`config.mk`:
```
export PLATFORM = sky130hd
export DESIGN_NAME = vending_machine
export DESIGN_NICKNAME = d
export VERILOG_FILES = /design/src/rtl/vending_machine.sv
export SDC_FILE = /design/constraint.sdc
export NUM_CORES = 1
export LEC_CHECK = 0
export ABC_AREA = 1
export CORE_AREA = 2 2 101 103
export DETAILED_ROUTE_END_ITERATION = 12
export DIE_AREA = 0 0 103 105
export PLACE_DENSITY = 0.91
export SYNTH_ARGS = -nofsm -noshare
export SYNTH_HDL_FRONTEND = slang
export SYNTH_SLANG_ARGS = --single-unit
```
`constraint.sdc`:
```
create_clock -name clk -period 11.29 [get_ports clk]
set_clock_uncertainty 0.2 [all_clocks]
set_input_delay 2.8225 -clock clk [delete_from_list [all_inputs] [get_ports clk]]
set_output_delay 2.8225 -clock clk [all_outputs]
set_load 0.02 [all_outputs]
```
`src/rtl/vending_machine.sv`:
```
// vending_machine -- single-clock vending controller.
//
// Adds up coin credit, or checks an external credit balance, against a 7-slot
// price table. When the selected item can be paid for, it is dispensed. Change
// is returned as counts of quarters, dimes and nickels.
//
// Optional feature macro: VEND_CREDIT_EN
//   defined   : credit path present (paymentMethod, creditBalance, CVEND/HOLD)
//   undefined : coin-only operation; paymentMethod and creditBalance ignored
//
// Ports:
//   clk            system clock, rising edge
//   rst            synchronous active-high reset
//   index[2:0]     selected slot 0..6, 7 = no selection
//   paymentMethod  0 = coins, 1 = external credit
//   creditBalance  external credit in cents
//   nickel/dime/quarter  coin-acceptor levels, one coin per rising edge
//   cost[20:0]     price codes, slot k = cost[3k+2:3k]; 0 = out of stock,
//                  n = n*50 cents
//   cancel         refund the coin balance
//   dispensed      one-cycle vend pulse
//   quart/dim/nick change coin counts; non-zero only in the change cycle
//   pen            pennies; always 0 because balances are multiples of 5 c
module vending_machine (
  input  logic        clk,
  input  logic        rst,
  input  logic [2:0]  index,
  input  logic        paymentMethod,
  input  logic [8:0]  creditBalance,
  input  logic        nickel,
  input  logic        dime,
  input  logic        quarter,
  input  logic [20:0] cost,
  input  logic        cancel,
  output logic        dispensed,
  output logic [3:0]  quart,
  output logic [2:0]  dim,
  output logic [2:0]  nick,
  output logic [2:0]  pen
);

`ifdef VEND_CREDIT_EN
  typedef enum logic [2:0] {S_IDLE, S_VEND, S_RETURN, S_CVEND, S_HOLD} state_t;
`else
  typedef enum logic [1:0] {S_IDLE, S_VEND, S_RETURN} state_t;
`endif

  localparam logic [8:0] BAL_CAP = 9'd395;

  state_t      state;
  logic [8:0]  balance;
  logic        nickel_prev, dime_prev, quarter_prev;

  logic        nickel_edge, dime_edge, quarter_edge;
  logic [8:0]  balance_acc;
  logic [2:0]  code;
  logic [8:0]  price;
  logic        vendable;
  logic [9:0]  vend_chg;
  logic [9:0]  ret_chg;
  logic        credit_mode;

`ifdef VEND_CREDIT_EN
  assign credit_mode = paymentMethod;
`else
  logic unused_credit;
  assign unused_credit = ^{paymentMethod, creditBalance};
  assign credit_mode   = 1'b0;
`endif

  // Greedy split of a cents value into {quarters, dimes, nickels}. The 395 c
  // cap keeps this within 15 quarters + 2 dimes + 0 nickels.
  function automatic logic [9:0] greedy(input logic [8:0] v);
    logic [8:0] r;
    logic [3:0] q;
    logic [2:0] d;
    logic [2:0] n;
    q = 4'(v / 9'd25);
    r = v % 9'd25;
    d = 3'(r / 9'd10);
    n = 3'((r % 9'd10) / 9'd5);
    return {q, d, n};
  endfunction

  assign nickel_edge  = nickel  & ~nickel_prev;
  assign dime_edge    = dime    & ~dime_prev;
  assign quarter_edge = quarter & ~quarter_prev;

  // Coins in the same cycle are added one at a time. This way a single coin
  // that would pass the cap is dropped, and the others are still counted.
  always_comb begin
    balance_acc = balance;
    if (quarter_edge && (balance_acc + 9'd25) <= BAL_CAP)
      balance_acc = balance_acc + 9'd25;
    if (dime_edge && (balance_acc + 9'd10) <= BAL_CAP)
      balance_acc = balance_acc + 9'd10;
    if (nickel_edge && (balance_acc + 9'd5) <= BAL_CAP)
      balance_acc = balance_acc + 9'd5;
  end

  // Price lookup. Index 7 matches no slot and reads as out of stock.
  always_comb begin
    code = '0;
    for (int unsigned k = 0; k < 7; k++) begin
      if (index == k[2:0])
        code = cost[3*k +: 3];
    end
  end

  assign price    = {6'b0, code} * 9'd50;
  assign vendable = (index != 3'd7) && (code != 3'd0);
  assign vend_chg = greedy(balance - price);
  assign ret_chg  = greedy(balance);
  assign pen      = '0;

  // Outputs are registered when a 1-cycle state is entered. They are visible
  // for exactly the cycle spent in VEND/RETURN/CVEND and cleared on leaving.
  always_ff @(posedge clk) begin
    if (rst) begin
      state        <= S_IDLE;
      balance      <= '0;
      nickel_prev  <= 1'b0;
      dime_prev    <= 1'b0;
      quarter_prev <= 1'b0;
      dispensed    <= 1'b0;
      quart        <= '0;
      dim          <= '0;
      nick         <= '0;
    end else begin
      nickel_prev  <= nickel;
      dime_prev    <= dime;
      quarter_prev <= quarter;
      dispensed    <= 1'b0;
      quart        <= '0;
      dim          <= '0;
      nick         <= '0;
      case (state)
        S_IDLE: begin
          if (cancel) begin
            state              <= S_RETURN;
            {quart, dim, nick} <= ret_chg;
            balance            <= '0;
          end else if (credit_mode) begin
            // Coins are ignored in credit mode. The coin balance is kept so
            // that a later cancel can refund it.
`ifdef VEND_CREDIT_EN
            if (vendable && creditBalance >= price) begin
              state     <= S_CVEND;
              dispensed <= 1'b1;
            end
`endif
          end else if (vendable && balance >= price) begin
            state              <= S_VEND;
            dispensed          <= 1'b1;
            {quart, dim, nick} <= vend_chg;
            balance            <= '0;
          end else begin
            balance <= balance_acc;
          end
        end
        S_VEND:   state <= S_IDLE;
        S_RETURN: state <= S_IDLE;
`ifdef VEND_CREDIT_EN
        S_CVEND:  state <= S_HOLD;
        S_HOLD:   if (!paymentMethod) state <= S_IDLE;
`endif
        default:  state <= S_IDLE;
      endcase
    end
  end

endmodule

```
==> impl_metrics.env, run 1 <==
export IMPL_worst_slew_pin_slew_ns=0.976
export IMPL_areaGrowthSynthToFinish_pct=14.7
export IMPL_overflow=0
export IMPL_ant_nets=0
export IMPL_netlist_instances=954
export IMPL_cts_buffer_depth=2
export IMPL_crit_arrival_ns=10.76
export IMPL_slowest_stage="clkdlybuf4s50_1"
export IMPL_synth_seq_area_share_pct=8.69
export IMPL_die_w_um=103
export IMPL_finalInstanceArea_um2=6610
export IMPL_r2r_slack_ns=3.33
export IMPL_firstDrtPassIters=5
export IMPL_cts_sinks=25
export IMPL_clkLatencyLatePin_ns=0.28
export IMPL_setup_viol=0
export IMPL_antenna_found_initial=0
export IMPL_fp_coreArea_um2=9640
export IMPL_row_count=36
export IMPL_dieArea_um2=10800
export IMPL_rr_endpoint="nick[0]"
export IMPL_drc=0
export IMPL_clockRootBuffer="clkbuf_8"
export IMPL_cp_max_fo=7
export IMPL_vias=6178
export IMPL_yosysTopAreaCell="nand2_1"
export IMPL_drive_gt1_share_pct=21.2
export IMPL_cts_buffers=3
export IMPL_grt_max_degree=18
export IMPL_synth_top_flop_cell="dfxtp_1"
export IMPL_die_y_um=105
export IMPL_drv_cap=0
export IMPL_hold_viol=0
export IMPL_startpoint="cost[2]"
export IMPL_synth_area_leaders="nand2_1, dfxtp_1, ha_1"
export IMPL_grt_pass1_vias=5367
export IMPL_fillers=822
export IMPL_crit_required_ns=11.27
export IMPL_holdBufCountCts=0
export IMPL_initial_core_util_pct=59.8
export IMPL_outcome="finished clean"
export IMPL_yosysWarnings=0
export IMPL_ys_seq_elements=25
export IMPL_synth_edff_count=0
export IMPL_hold_depth=2
export IMPL_synth_top_area_share_pct=16.2
export IMPL_nets=1094
export IMPL_grt_use_total_pct=23.8
export IMPL_wirelength_um=13900
export IMPL_drv_slew=0
export IMPL_post_dp_cell_area_um2=6370
export IMPL_synthDistinctLibCells=53
export IMPL_routabilityCongestion=0.859
export IMPL_setup_worst_path_class="input pin to flop"
export IMPL_path_common_cell="nand2_1"
export IMPL_diodes=0
export IMPL_vias_per_cell=5.39
export IMPL_hp_start="balance[4]"
export IMPL_tritoncts="built"
export IMPL_drt_iter0_drc=275
export IMPL_relSlewSlack_pct=34.4
export IMPL_cpPeakStageDelay_ns=0.40
export IMPL_finalCriticalPeriod_ns=10.78
export IMPL_start_kind="input pin"
export IMPL_timing_reg2reg_worst_path_depth=61
export IMPL_clk_pin_slew_worst_paths_ns=0.10
export IMPL_clock_fmax_mhz=92.8
export IMPL_rr_startpoint="balance[1]"
export IMPL_grt_pass1_wl_um=22000
export IMPL_synthArstFlopShare_pct=0
export IMPL_syn_area_per_cell_um2=6.04
export IMPL_cts_max_level=1
export IMPL_top_level_ports=54
export IMPL_syn_area_um2=5760
export IMPL_fin_crit_sh_pct=95.5
export IMPL_end_kind="flop"
export IMPL_min_to="balance[4]"
export IMPL_worst_hold_path_type="flop to flop"
export IMPL_routedWlPerCell_um=12.2
export IMPL_dpl_hpwl_um=10800
export IMPL_io_buffers=40
worst max-delay path: cells and delay by family:
family | cells | cell delay, ns
AOI/OAI and AO/OA | 8 | 1.04
xor gates and xnor gates | 2 | 0.44
adders and majority gates | 6 | 1.44
buffers and inverters | 9 | 1.08
and+or+nand+nor | 42 | 3.91
cell families (layout without fill, tap and decap cells):
logic type	after synthesis	count (layout)	share of synthesized area [%]
simple gates	544	544	49.3
buf+inv	178	235	12.3
compound gates	123	123	13.5
xor+xnor	42	42	7.04
fa+ha+maj	40	40	8.82
flops	25	25	8.69
other cells	1	3	0.0651
mux	1	1	0.239
synth_stat cells (all sizes together) (2+ instances only):
cell and count:
xnor2 5, and2 4, ha 39, clkinv 2, o211ai 12, inv 162, o21bai 3, dfxtp 25
a22o 2, buf 9, xor2 37, clkbuf 5, o21ai 59, a31oi 5, nand4 36, nor3 7
o21a 2, o22ai 2, a21o 3, nand3b 6, nor2 60, a21oi 31, nand3 112, nand2 317
a21boi 2
layout make-up:
cell class	instances	area [µm²]	area share, %
Clock inverter	1	5.00	0.0758
Sequential cell	25	500	7.58
Multi-Input combinational cell	753	4680	70.9
Clock buffer	3	41.3	0.625
Inverter	164	616	9.32
Tap cell	133	166	2.52
Timing Repair Buffer	67	596	9.02
layout by cell type (no fill, tap or decap), types with 32 or more instances in the layout:
cell             instances
inv_2                   38
nand2_2                 49
nand2_1                245
inv_1                  124
nor2_1                  47
clkdlybuf4s50_1         37
o21ai_0                 40
nand4_1                 34
xor2_1                  32
ha_1                    36
nand3_1                 87
worst max-delay path by stage:
stage                         end  slack, ns  cells past startpoint
after detailed placement  nick[0]       -0.1                     68
after global routing      nick[0]      -0.20                     70
final                     nick[0]       0.51                     67
after global placement    nick[0]       0.15                     70
after floorplan           nick[0]       1.04                     70
after CTS                 nick[0]       0.19                     68
metal layers:
metal  global-route usage (%)  share of wire [%]  up-vias
li1                         -                  -     3197
met1                     28.4                 43     2802
met2                     44.3                 51      144
met3                     2.68                3.1       35
met4                     5.36                2.4        0
met5                        0                  0        -
what timing repair did:
item                       CTS  global route
setup endpoints to repair    0             2
resized for setup            0            31
buffers inserted             0            10
sequential cells by signal, summed over array words and instances (netlist names), 2 cells and up:
name     count
quart        4
nick         3
balance      9
state        2
dim          3
per-stage QoR:
stage | setup slack [ns] | util (%) | hold slack (ns) | cells | TNS [ns]
finish | 0.509 | 68.5 | 0.381 | 1146 | 0
global route | -0.201 | 68.5 | 0.422 | 1146 | -0.201
CTS | 0.193 | 66.5 | 0.378 | 1136 | 0
detailed placement | -0.0985 | 66.1 | 0.359 | 1132 | -0.0985
global placement | 0.154 | 66.1 | 0.360 | 1132 | 0
floorplan | 1.04 | - | 0.312 | 956 | 0
Power of run 1 is not shown: default switching activity piles up to over one toggle a cycle in this logic, so the estimate is an artifact.
==> run 2, diff against run 1 <==
==> constraint.sdc (replaced) <==
create_clock -name clk -period 10.6 [get_ports clk]
set_clock_uncertainty 0.2 [all_clocks]
set_input_delay 2.65 -clock clk [delete_from_list [all_inputs] [get_ports clk]]
set_output_delay 2.65 -clock clk [all_outputs]
set_load 0.02 [all_outputs]
==> impl_metrics.env, run 2 (synthesis results as in run 1) <==
export IMPL_outcome="finished clean"
export IMPL_setup_viol=0
export IMPL_drc=0
export IMPL_hold_viol=0
export IMPL_cts_sinks=25
export IMPL_grt_pass1_wl_um=22700
export IMPL_routabilityCongestion=0.871
export IMPL_ant_nets=0
export IMPL_clock_fmax_mhz=97.8
export IMPL_mostFrequentLayoutCell="nand2_1"
export IMPL_die_y_um=105
export IMPL_cpPeakStageDelay_ns=0.42
export IMPL_setup_worst_path_class="input pin to flop"
export IMPL_initial_core_util_pct=59.8
export IMPL_vias=6356
export IMPL_cp_max_fo=6
export IMPL_relSlewSlack_pct=25.3
export IMPL_multi_input_area_um2=4740
export IMPL_critPathCapture="nick[0]"
export IMPL_preCtsSetupSlack_ns=-0.263
export IMPL_startpoint="cost[3]"
export IMPL_grt_max_degree=18
export IMPL_grt_use_total_pct=24.4
export IMPL_antenna_found_initial=0
export IMPL_setup_slack_ns=0.374
export IMPL_io_buffers=40
export IMPL_timing_reg2reg_worst_path_depth=58
export IMPL_fillers=743
export IMPL_start_kind="input pin"
export IMPL_drive_gt1_share_pct=26.5
export IMPL_nets=1148
export IMPL_grt_pass1_vias=5748
export IMPL_overflow=0
export IMPL_areaGrowthSynthToFinish_pct=22.9
export IMPL_seq_area_um2=500
export IMPL_clockRootBuffer="clkbuf_8"
export IMPL_reg_top3="balance: 9 flops, quart: 4 flops"
export IMPL_firstDrtPassIters=5
export IMPL_rr_endpoint="nick[0]"
export IMPL_r2r_slack_ns=2.94
export IMPL_cts_buffer_depth=2
export IMPL_crit_required_ns=10.58
export IMPL_rr_startpoint="balance[1]"
export IMPL_clk_pin_slew_worst_paths_ns=0.09
export IMPL_routedWlPerCell_um=12.1
export IMPL_row_count=36
export IMPL_die_w_um=103
export IMPL_top_level_ports=54
export IMPL_drv_slew=0
export IMPL_most_common_layout_cells="nand2_1, inv_1, nand3_1, buf_4, nand2_2"
export IMPL_crit_arrival_ns=10.21
export IMPL_worst_slew_pin_slew_ns=1.11
export IMPL_tritoncts="built"
export IMPL_vias_per_cell=5.30
export IMPL_worst_hold_path_type="flop to flop"
export IMPL_wirelength_um=14500
export IMPL_cts_max_level=1
export IMPL_drt_iter0_drc=255
export IMPL_drv_cap=0
export IMPL_fp_coreArea_um2=9640
export IMPL_regMostFlops="balance"
export IMPL_cts_buffers=3
export IMPL_slowest_stage="clkdlybuf4s50_1"
export IMPL_fin_crit_sh_pct=96.5
export IMPL_diodes=0
export IMPL_clkLatencyLatePin_ns=0.28
export IMPL_dieArea_um2=10800
export IMPL_largest_reg_flops=9
export IMPL_finalCriticalPeriod_ns=10.23
export IMPL_dpl_hpwl_um=11000
export IMPL_holdBufCountCts=0
export IMPL_end_kind="flop"
[run 2: worst max-delay path, delay by kind of cell]
kind	cells	cell delay, ns
AO/OA/AOI/OAI	7	1.07
XOR/XNOR	2	0.42
adder cells (fa/ha/maj)	6	1.47
buffers and inverters	10	0.99
AND/OR/NAND/NOR	39	3.59
[run 2: final cells by class]
class / count / area share, %
inverters: 164 / 8.73
multi-input cells: 753 / 67.0
clock buffers: 3 / 0.583
flip-flops and latches: 25 / 7.07
clock inverters: 1 / 0.0707
repair buffers: 121 / 14.2
well taps: 133 / 2.35
[run 2: how the worst min path moves through the flow]
stage	startpoint	end	slack [ns]	cells after the start
3_5_place_dp	balance[4]	balance[4]	0.38	2
5_1_grt	balance[0]	balance[0]	0.44	2
6_report	balance[8]	balance[8]	0.41	2
4_1_cts	balance[8]	balance[8]	0.39	2
2_1_floorplan	balance[4]	balance[4]	0.31	2
3_3_place_gp	balance[4]	balance[4]	0.36	2
[run 2: per-layer routing]
metal  global-route usage [%]  up-vias  wire (µm)
li1                         -     3299          -
met1                     28.6     2872       6170
met2                     45.5      142       7600
met3                     2.68       43        408
met4                     6.67        0        359
met5                        0        -          0
[run 2: through the flow]
step	cells	TNS (ns)	utilization [%]	area [µm²]	hold slack, ns
floorplan	956	0	-	5770	0.312
global placement	1184	-0.0751	70.1	6760	0.357
detailed placement	1184	-0.263	70.1	6760	0.382
CTS	1188	0	70.6	6800	0.395
global route	1200	-0.295	73.5	7080	0.436
finish	1200	0	73.5	7080	0.409
[run 2: repair_timing]
action / 4_1_cts / 5_1_grt
setup buffers: 0 / 12
gates resized for setup: 0 / 56
setup endpoints to repair: 0 / 3
Power of run 2 is left out for the same reason.
==> run 3, diff against run 2 <==
--- a/config.mk
+++ b/config.mk
@@ -9,7 +9,7 @@
 export CORE_AREA = 2 2 101 103
 export DETAILED_ROUTE_END_ITERATION = 12
 export DIE_AREA = 0 0 103 105
-export PLACE_DENSITY = 0.91
+export PLACE_DENSITY = 0.93
 export SYNTH_ARGS = -nofsm -noshare
 export SYNTH_HDL_FRONTEND = slang
 export SYNTH_SLANG_ARGS = --single-unit
==> impl_metrics.env, run 3 (synthesis results as in run 1) <==
export IMPL_diodes=0
export IMPL_relSlewSlack_pct=58.9
export IMPL_cpPeakStageDelay_ns=0.43
export IMPL_placed_cells=1180
export IMPL_finalInstanceArea_um2=7030
export IMPL_hold_viol=0
export IMPL_drive_gt1_share_pct=26.8
export IMPL_ant_nets=0
export IMPL_routabilityCongestion=0.906
export IMPL_fp_coreArea_um2=9640
export IMPL_most_common_layout_cells="nand2_1, inv_1, nand3_1, buf_4, nand2_2"
export IMPL_clockRootBuffer="clkbuf_8"
export IMPL_firstDrtPassIters=5
export IMPL_nets=1140
export IMPL_outcome="finished clean"
export IMPL_rr_endpoint="nick[0]"
export IMPL_grt_use_total_pct=26.4
export IMPL_cts_sinks=25
export IMPL_clk_pin_slew_worst_paths_ns=0.10
export IMPL_die_y_um=105
export IMPL_setup_worst_path_class="input pin to flop"
export IMPL_crit_arrival_ns=10.39
export IMPL_vias_per_cell=5.65
export IMPL_io_buffers=40
export IMPL_row_count=36
export IMPL_stdcell_count=1192
export IMPL_antenna_found_initial=0
export IMPL_min_to="balance[4]"
export IMPL_worst_slew_pin_slew_ns=0.610
export IMPL_fillers=717
export IMPL_timing_reg2reg_worst_path_depth=60
export IMPL_r2r_slack_ns=2.92
export IMPL_areaGrowthSynthToFinish_pct=22.1
export IMPL_slowest_stage="clkdlybuf4s50_1"
export IMPL_overflow=0
export IMPL_path_common_cell="nand2_2"
export IMPL_regMostFlops="balance"
export IMPL_worst_hold_path_type="flop to flop"
export IMPL_vias=6731
export IMPL_drt_iter0_drc=415
export IMPL_drv_cap=0
export IMPL_mostFrequentLayoutCell="nand2_1"
export IMPL_cts_max_level=1
export IMPL_end_kind="flop"
export IMPL_dieArea_um2=10800
export IMPL_final_setup_tns_ns=0
export IMPL_die_w_um=103
export IMPL_post_dp_cell_area_um2=6730
export IMPL_clock_fmax_mhz=96.1
export IMPL_initial_core_util_pct=59.8
export IMPL_setup_viol=0
export IMPL_grt_pass1_vias=5975
export IMPL_holdBufCountCts=0
export IMPL_reg_top3="balance: 9 flops, quart: 4 flops"
export IMPL_cp_max_fo=6
export IMPL_wirelength_um=16700
export IMPL_grt_pass1_wl_um=24500
export IMPL_drv_slew=0
export IMPL_crit_required_ns=10.57
export IMPL_drc=0
export IMPL_grt_max_degree=18
export IMPL_finalCriticalPeriod_ns=10.41
export IMPL_start_kind="input pin"
export IMPL_fin_crit_sh_pct=98.2
export IMPL_clkLatencyLatePin_ns=0.27
export IMPL_hp_start="balance[4]"
export IMPL_tritoncts="built"
export IMPL_routedWlPerCell_um=14.0
export IMPL_dpl_hpwl_um=11800
export IMPL_largest_reg_flops=9
export IMPL_cts_buffer_depth=2
export IMPL_hold_depth=2
export IMPL_top_level_ports=54
export IMPL_timing_hold_ws_ns=0.403
export IMPL_cts_buffers=3
export IMPL_rr_startpoint="balance[1]"
[run 3: per-layer routing]
metal | share of wire, % | vias to the layer above | wire length, µm | GRT usage, %
li1 | - | 3283 | - | -
met1 | 38 | 3088 | 6320 | 29.8
met2 | 53 | 290 | 8940 | 51.2
met3 | 5.6 | 70 | 936 | 2.88
met4 | 3.3 | 0 | 549 | 6.58
met5 | 0 | - | 0 | 0
[run 3: cell type report]
type | count | area [µm²] | share of cell area (%)
clock buffers | 4 | 45.0 | 0.640
multi-input cells | 753 | 4770 | 67.8
flip-flops and latches | 25 | 500 | 7.12
inverters | 164 | 618 | 8.79
well taps | 133 | 166 | 2.37
repair buffers | 113 | 933 | 13.3
[run 3: worst max-delay path, delay by kind of cell]
kind / cells / cell delay [ns]
adder cells (fa/ha/maj): 4 / 1.00
AO/OA/AOI/OAI: 7 / 0.87
XOR/XNOR: 2 / 0.42
AND/OR/NAND/NOR: 43 / 4.18
buffers and inverters: 9 / 1.24
[run 3: how the worst max path moves through the flow]
stage,start,cells after the start,endpoint
6_report,cost[2],65,nick[0]
5_1_grt,cost[3],64,nick[0]
4_1_cts,index[2],70,nick[0]
3_5_place_dp,index[0],70,nick[0]
3_3_place_gp,index[0],70,nick[0]
2_1_floorplan,index[0],70,nick[0]
[run 3: through the flow]
stage	utilization (%)	setup slack [ns]
2_1_floorplan	-	0.526
3_3_place_gp	69.8	-0.132
3_5_place_dp	69.8	-0.509
4_1_cts	70.5	0.0209
5_1_grt	73.0	-0.358
6_report	73.0	0.189
[run 3: timing repair]
action | in CTS | in global routing
setup endpoints to repair | 2 | 3
buffers inserted | 1 | 7
gates resized for setup | 4 | 62
pin swaps | 1 | 34
Power of run 3 is left out for the same reason.
